[config.mk]
export PLATFORM = sky130hd
export DESIGN_NAME = oneshot_scheduler
export DESIGN_NICKNAME = d
export VERILOG_FILES = /design/src/rtl/oneshot_pkg.sv /design/src/rtl/oneshot_scheduler_negedge_detect.sv /design/src/rtl/oneshot_scheduler.sv
export SDC_FILE = /design/constraint.sdc
export NUM_CORES = 1
export LEC_CHECK = 0
export ABC_CLOCK_PERIOD_IN_PS = 3200
export CAP_MARGIN = 20
export CELL_PAD_IN_SITES_DETAIL_PLACEMENT = 1
export CELL_PAD_IN_SITES_GLOBAL_PLACEMENT = 1
export CORE_UTILIZATION = 45
export DETAILED_ROUTE_END_ITERATION = 8
export HOLD_SLACK_MARGIN = 0.1
export PLACE_DENSITY_LB_ADDON = 0.1
export SYNTH_ARGS = -nofsm -noshare
export SYNTH_HDL_FRONTEND = slang
export SYNTH_HIERARCHICAL = 1
export SYNTH_SLANG_ARGS = --single-unit
[constraint.sdc]
create_clock -name CLK -period 3.2 [get_ports CLK]
set_input_delay 0.48 -clock CLK [delete_from_list [all_inputs] [get_ports CLK]]
set_output_delay 0.48 -clock CLK [all_outputs]
set_load 0.02 [all_outputs]
[src/rtl/oneshot_pkg.sv]
// Shared types and default pulse lengths for the time-shared oneshot scheduler.
package oneshot_pkg;

  typedef enum logic [1:0] {
    IDLE  = 2'd0,
    COUNT = 2'd1,
    GAP   = 2'd2
  } state_t;

  localparam int DEF_NUM_CH = 3;
  localparam int DEF_CNT_W  = 20;

  // Channel 0 = paddle hit, 1 = wall bounce, 2 = score; index 0 is the rightmost entry.
  localparam logic [DEF_NUM_CH-1:0][DEF_CNT_W-1:0] DEF_COUNTS =
    {20'd114545, 20'd7159, 20'd28636};

endpackage

[src/rtl/oneshot_scheduler_negedge_detect.sv]
// Falling-edge detector for one active-low trigger line.
// The history bit resets low, so a line already held low when reset is
// released does not look like a fresh falling edge.
module negedge_detect (
  input  logic CLK,
  input  logic RESET,
  input  logic IN_N,
  output logic DETECT
);

  logic prev_q;

  // Remember the previous sample of the trigger line.
  always_ff @(posedge CLK or posedge RESET) begin
    if (RESET) prev_q <= 1'b0;
    else       prev_q <= IN_N;
  end

  assign DETECT = prev_q & ~IN_N;

endmodule

[src/rtl/oneshot_scheduler.sv]
// Time-shares one monostable counter between NUM_CH trigger channels.
// Falling edges latch pending requests; the lowest pending index is served
// next, each with its own pulse length, and a GAP cycle separates pulses.
module oneshot_scheduler
  import oneshot_pkg::*;
#(
  parameter int                              NUM_CH = DEF_NUM_CH,
  parameter int                              CNT_W  = DEF_CNT_W,
  parameter logic [NUM_CH-1:0][CNT_W-1:0]    COUNTS = DEF_COUNTS,
  localparam int                             CH_W   = $clog2(NUM_CH)
) (
  input  logic              CLK,
  input  logic              RESET,
  input  logic [NUM_CH-1:0] TRG_N,
  input  logic              MUTE,
  output logic [NUM_CH-1:0] OUT,
  output logic              BUSY,
  output logic [CH_W-1:0]   ACTIVE_ID
);

  logic [NUM_CH-1:0] detect;
  state_t            state_q, state_d;
  logic [CNT_W-1:0]  cnt_q, cnt_d, cnt_last;
  logic [CH_W-1:0]   active_q, active_d, grant_idx;
  logic [NUM_CH-1:0] pending_q, pending_d;
  logic              grant_vld, granting, chan_busy;

  for (genvar g = 0; g < NUM_CH; g++) begin : g_det
    negedge_detect u_det (
      .CLK    (CLK),
      .RESET  (RESET),
      .IN_N   (TRG_N[g]),
      .DETECT (detect[g])
    );
  end

  // Fixed-priority encoder: lowest pending index wins.
  always_comb begin
    grant_vld = 1'b0;
    grant_idx = '0;
    for (int i = NUM_CH - 1; i >= 0; i--) begin
      if (pending_q[i]) begin
        grant_vld = 1'b1;
        grant_idx = CH_W'(i);
      end
    end
  end

  // Terminal count for the active channel. A length of 2**CNT_W is stored as
  // zero, so the wrap of the subtraction yields the all-ones terminal value.
  always_comb begin
    cnt_last = '0;
    for (int i = 0; i < NUM_CH; i++) begin
      if (active_q == CH_W'(i)) cnt_last = COUNTS[i] - CNT_W'(1);
    end
  end

  // Next-state, counter and pending-request logic.
  always_comb begin
    state_d   = state_q;
    cnt_d     = cnt_q;
    active_d  = active_q;
    pending_d = pending_q;
    granting  = 1'b0;
    chan_busy = (state_q == COUNT) || (state_q == GAP);

    case (state_q)
      IDLE: begin
        if (grant_vld && !MUTE) begin
          granting = 1'b1;
          active_d = grant_idx;
          cnt_d    = '0;
          state_d  = COUNT;
        end
      end
      COUNT: begin
        if (cnt_q == cnt_last) begin
          cnt_d   = '0;
          state_d = GAP;
        end else begin
          cnt_d = cnt_q + CNT_W'(1);
        end
      end
      GAP: state_d = IDLE;
      default: begin
        cnt_d   = '0;
        state_d = IDLE;
      end
    endcase

    // A new edge on the channel being granted this cycle still sets its bit,
    // because that channel is not active yet; edges on the running channel
    // are dropped since the oneshot is non-retriggerable.
    for (int i = 0; i < NUM_CH; i++) begin
      if (granting && (grant_idx == CH_W'(i))) pending_d[i] = 1'b0;
      if (detect[i] && !(chan_busy && (active_q == CH_W'(i)))) pending_d[i] = 1'b1;
    end

    if (MUTE) pending_d = '0;
  end

  // State, counter, active channel and pending register.
  always_ff @(posedge CLK or posedge RESET) begin
    if (RESET) begin
      state_q   <= IDLE;
      cnt_q     <= '0;
      active_q  <= '0;
      pending_q <= '0;
    end else begin
      state_q   <= state_d;
      cnt_q     <= cnt_d;
      active_q  <= active_d;
      pending_q <= pending_d;
    end
  end

  // One-hot pulse outputs decoded from the registered state.
  always_comb begin
    OUT = '0;
    for (int i = 0; i < NUM_CH; i++) begin
      OUT[i] = (state_q == COUNT) && (active_q == CH_W'(i));
    end
  end

  assign BUSY      = (state_q != IDLE);
  assign ACTIVE_ID = active_q;

endmodule

=== After elaboration in Yosys (flattened, before gate mapping) ===
Index checks and enable logic that the tools add are counted.

* Register bits: 30
* Logic and storage cells: 78
* Output and inout port bits: 6
* RAM bits: 0
* Bits of input ports: 6
* ROM bits: 0
* Bits in latches: 0
* Memories kept: 0

* Shift operators: 0
* Div/mod/pow operators: 0
* Muxes and demuxes: 24
* Multipliers: 0
* Bitwise gates (word level): 7
* Reduce and logical (&&, ||, !) cells: 28
* $add $sub $neg: 1
* Equal/unequal tests: 9
* $lt $le $gt $ge: 0

{| class="wikitable"
|+ Operators with widths
! operator !! count
|-
| 20-bit two-way mux || 4
|-
| 20-bit case mux with 3 select lines || 1
|-
| 20-bit by 1-bit adder with 20-bit output, second input constant || 1
|-
| 20-bit equality test || 1
|-
| 15-bit two-way mux || 1
|-
| 1-bit logical AND || 13
|-
| 1-bit two-way mux || 11
|-
| 2-bit two-way mux || 5
|-
| 3-bit nonzero test || 3
|-
| 2-bit by 1-bit equality test with 1-bit output, second input constant || 3
|-
| 2-bit equality test, second input constant || 3
|-
| 2-bit logical NOT || 3
|-
| 2-bit AND reduction || 3
|-
| 1-bit logical NOT || 4
|-
| 1-bit NOT || 4
|-
| 2-bit case mux with 2 select lines || 1
|-
| 1-bit bitwise AND || 3
|-
| 3-bit two-way mux || 1
|-
| 2-bit by 1-bit != test with 1-bit output, second input constant || 1
|-
| 2-bit != test, second input constant || 1
|-
| 2-bit nonzero test || 1
|-
| 1-bit logical OR || 1
|}

=== Longest topological paths before layout ===
* Depth in word-level cells: 10
* Depth in mapped cells: 8
* Gate-level depth less buffers: 7

=== Modules after synthesis ===
The synthesis kept the hierarchy.

{| class="wikitable"
|+ Modules (own cells, without submodules)
! module !! sequential area each (µm²) !! area an instance (µm²) !! times used !! cells each
|-
| oneshot_scheduler || 675.6 || 1781.7 || 1 || 195
|-
| negedge_detect || 25.0 || 42.5 || 3 || 3
|}

=== Worst setup path after synthesis ===
Ideal clock, no wire load.

* Kind: flip-flop to flip-flop
* Start: reg active_q[0], in the netlist ACTIVE_ID[0]
* End: reg cnt_q[6]
* Arrival time: 1974 ps
* Setup time: 122 ps
* Stages on the path, launching flop included: 9
* Required time: 3078 ps
* Clock period less this slack: 2096 ps
* Path buffers: 1
* Setup slack: 1104 ps
* Path through: dfrtp_1 -> inv_1 -> ha_1 -> xnor2_1 -> nand3_1 -> nor4_4 -> nand2b_2 -> buf_6 -> a32o_1

* Longest elaborated chain between the ends: 7
* Elaborated cells between the ends (all ways): 9
* Those cells by class: eq/ne: 3; mux: 5; reduce/logical: 1

{| class="wikitable"
|+ Ends and longest elaborated chain
! item !! RTL line !! RTL
|-
| start: declaration || oneshot_scheduler.sv:24 || <nowiki>logic [CH_W-1:0] active_q, active_d, grant_idx;</nowiki>
|-
| start signal: assignment || oneshot_scheduler.sv:112 || <nowiki>active_q <= active_d;</nowiki>
|-
| 2-bit logical NOT || oneshot_scheduler.sv:54 || <nowiki>if (active_q == CH_W'(i)) cnt_last = COUNTS[i] - CNT_W'(1);</nowiki>
|-
| 15-bit two-way mux || oneshot_scheduler.sv:54 ||
|-
| 20-bit two-way mux || oneshot_scheduler.sv:54 ||
|-
| 20-bit two-way mux (*) || oneshot_scheduler.sv:54 ||
|-
| 20-bit equality test (*) || oneshot_scheduler.sv:77 || <nowiki>if (cnt_q == cnt_last) begin</nowiki>
|-
| 20-bit two-way mux (*) || oneshot_scheduler.sv:77 ||
|-
| 20-bit case mux with 3 select lines (*) || oneshot_scheduler.sv:67 || <nowiki>case (state_q)</nowiki>
|-
| end signal: assignment || oneshot_scheduler.sv:111 || <nowiki>cnt_q <= cnt_d;</nowiki>
|-
| end: declaration || oneshot_scheduler.sv:23 || <nowiki>logic [CNT_W-1:0] cnt_q, cnt_d, cnt_last;</nowiki>
|}

Mark *: on every way between the ends. The rest lies on a longest branch, timed or not.
A chain may end at the register's enable or synchronous reset.

=== Worst setup path in the final report ===
* Start: reg state_q[1]
* End: out OUT[1]

* Longest elaborated chain between the ends: 2

{| class="wikitable"
|+ Ends and longest elaborated chain
! item !! RTL line !! RTL
|-
| start: declaration || oneshot_scheduler.sv:22 || <nowiki>state_t state_q, state_d;</nowiki>
|-
| start signal: assignment || oneshot_scheduler.sv:110 || <nowiki>state_q <= state_d;</nowiki>
|-
| 2-bit by 1-bit equality test with 1-bit output || oneshot_scheduler.sv:121 || <nowiki>OUT[i] = (state_q == COUNT) && (active_q == CH_W'(i));</nowiki>
|-
| 1-bit logical AND || oneshot_scheduler.sv:121 ||
|-
| end: declaration || oneshot_scheduler.sv:16 || <nowiki>output logic [NUM_CH-1:0] OUT,</nowiki>
|}

No other way between the ends.

==> results.yml <==
run_status:
  outcome: "completed"
routing:
  drt_iter0_markers: 66
  via_per_inst: 6.01
  wl_um: 4740
  wl_per_cell_um: 17.8
  drt_first_pass_iters: 4
  ant_nets: 0
  vias: 1599
  drcViolationCount: 0
sta:
  fin_crit_ps: 2770
  hold_viol_final: 0
  setup_viol_count_final: 0
  relSlewSlack_pct: 49.3
  period_share_pct: 86.7
  final_critical_path_setup_slack_ps: 427
  finClkSkew_ps: 7.60
  slew_viol_final: 0
  rsz0062_at_grt: "no"
  setup_tns_ps: 0
  tightest_slew_ps: 759
  fmax_mhz: 361
yosys:
  synth_seq_cells: 30
  netlist_area_um2: 1910
  yosysWarnings: 6
  synth_cell_types: 46
  post_synth.cell_area_avg_um2: 9.36
  synth_fp_nets: 219
  synth_cells: 204
  ys_seq_area_share_pct: 39.3
placement:
  dp_hpwl_um: 3500
  place_congestion: 0.789
  dpl_worst_slack_ps: 494
  port_buffers: 11
clock_tree:
  ctsHtreeMaxLevel: 2
  numCtsBuffers: 5
  clk_path_buf_depth: 2
  clkSinkCount: 30
  clk_pin_slew_worst_paths_ps: 60
  ctsRootBufferMaster: "clkbuf_8"
  cts_resized: 0
  post_cts_buffers: 0
  holdBufCountCts: 0
  clk_latency_ps: 290
  cts_tree: "built"
setup_path:
  crit_arrival_ps: 2290
  timing.rr.end: "cnt_q[4]"
  cp-start-kind: "register"
  rr_worst_depth: 7
  crit_fanout: 18
  critPathRequiredTime_ps: 2720
  cp-end-kind: "primary output"
  reg2reg_setup_slack_ps: 500
  r2r-start: "state_q[0]"
  critPathKind: "register to primary output"
final_layout:
  seq_area_um2: 751
  drive_gt1_share_pct: 8.33
  syn2layout_area_growth_pct: 11.4
  fillerInstances: 479
  multi_input_area_um2: 1050
  final_cell_mix: "30 x dfrtp_1, 19 x nor2_1, 18 x nand2_1, 14 x inv_1, 12 x xnor2_1"
  final_common_cell: "dfrtp_1"
  final_nets: 230
  num_antenna_cells: 0
grt:
  track_usage_pct: 24.5
  antenna_found_initial: 0
  grt_pass1_vias: 1596
  grt_max_degree: 24
  grt_pass1_wl_um: 7870
  overflow: 0
power:
  power_switching_w: 0.000487
  internal_power_w: 0.000772
  power_density_nw_per_um2: 592
  p_leak_nw: 0.905
  pwr-share-comb_pct: 38.1
  vdd_ir_drop_max_v: 0.000273
  switching_share_pct: 38.7
  power_frac_clock_pct: 25.5
  seqPwrFrac_pct: 36.4
flow_run:
  maxCapViolCount: 0
die:
  die_area_um2: 4510
  die_x_um: 67.1
  rows: 23
  io_pins: 12
  core_area_um2: 4030
  die_height_um: 67.1
  start_util_pct: 47.4
worst_hold_path:
  hold_class: "input port to asynchronous set/reset pin"
-- per-layer routing --
layer  wire, um  track usage, %  vias to the layer above  part of all wire [%]
met4         97            11.7                        0                   2.0
met1       2260            32.8                      810                    48
li1           -               -                      747                     -
met2       2270            37.3                       30                    48
met5          0               0                        -                     0
met3        117            5.74                       12                   2.5
-- stage by stage --
step / hold WS, ps / utilization [%] / area (um^2) / power, W / instances
final: 420 / 52.8 / 2130 / 0.00126 / 266
after global routing: 444 / 52.8 / 2130 / 0.00133 / 266
after CTS: 424 / 52.8 / 2130 / 0.00127 / 266
after detailed placement: 555 / 50.5 / 2040 / 0.000943 / 258
after global placement: 535 / 50.5 / 2040 / 0.000913 / 258
after floorplan: 209 / - / 1910 / 0.000795 / 204
-- registers in the layout (all words and copies together), names as in the netlist --
signal,count
g_det.u_det/prev_q,3
ACTIVE_ID,2
cnt_q,20
state_q,2
pending_q,3
-- kinds of logic after synthesis --
kind of cell    Yosys count  synth area share (%)
xor+xnor                 12                  5.50
buf+inv                  22                  5.57
simple gates             91                  27.0
fa+ha+maj                 9                  5.90
compound gates           36                  14.5
flops                    30                  39.3
mux                       4                  2.16
-- final cells by class --
cell class,count,share of cell area (%)
Timing Repair Buffer,12,5.53
Clock buffer,7,4.06
Multi-Input combinational cell,152,49.5
Inverter,14,2.47
Clock inverter,1,0.235
Tap cell,50,2.94
Sequential cell,30,35.3
-- power by group through the flow --
stage          clock (W)  combinational [W]  sequential, W
4_1_cts         0.000326           0.000481       0.000459
2_1_floorplan          0           0.000336       0.000459
3_3_place_gp           0           0.000452       0.000461
6_report        0.000321           0.000480       0.000459
3_5_place_dp           0           0.000478       0.000466
5_1_grt         0.000342           0.000524       0.000463
-- worst max path at each step --
stage / start / endpoint / slack, ps / depth (start not counted)
5_1_grt: state_q[0] / cnt_q[4] / 320 / 7
3_5_place_dp: MUTE / cnt_q[18] / 490 / 6
2_1_floorplan: ACTIVE_ID[0] / cnt_q[6] / 1100 / 8
4_1_cts: state_q[1] / OUT[1] / 470 / 4
3_3_place_gp: MUTE / cnt_q[16] / 600 / 6
6_report: state_q[1] / OUT[1] / 430 / 4
-- critical path: stages (launching register included) --
cell and delay, ps:
dfrtp_1 400, inv_1 120, ha_1 650, and2_1 230, clkdlybuf4s50_1 600
-- synthesized netlist by cell type (all sizes together) --
| master | n | share of area (%) |
|---|---|---|
| mux2i | 3 | 1.6 |
| a22o | 2 | 0.92 |
| a21o | 1 | 0.39 |
| o32a | 1 | 0.52 |
| nor3 | 10 | 2.6 |
| o2bb2ai | 1 | 0.79 |
| inv | 14 | 2.8 |
| nand4 | 1 | 0.33 |
| or2b | 1 | 0.39 |
| ha | 9 | 5.9 |
| a2bb2oi | 1 | 0.46 |
| nor3b | 3 | 1.2 |
| a31oi | 1 | 0.33 |
| o311a | 1 | 0.52 |
| o22ai | 3 | 0.98 |
| nor4 | 8 | 3.4 |
| buf | 6 | 2.4 |
| and4 | 1 | 0.46 |
| nand3 | 11 | 3.1 |
| nand2 | 18 | 3.5 |
| and2b | 1 | 0.39 |
| o21ai | 7 | 1.8 |
| nand2b | 2 | 0.79 |
| nor2 | 19 | 3.7 |
| o31ai | 3 | 1.2 |
| clkbuf | 2 | 0.46 |
| xnor2 | 12 | 5.5 |
| and3 | 7 | 2.4 |
| a21oi | 3 | 0.79 |
| and2 | 4 | 1.3 |
| or4b | 1 | 0.72 |
| o21bai | 1 | 0.39 |
| o41ai | 1 | 0.46 |
| a32o | 8 | 4.2 |
| a22oi | 2 | 0.79 |
| mux2 | 1 | 0.59 |
| dfrtp | 30 | 39 |
| and3b | 1 | 0.46 |
| nor2b | 3 | 2.2 |
Power figures use the tool's default switching activity.
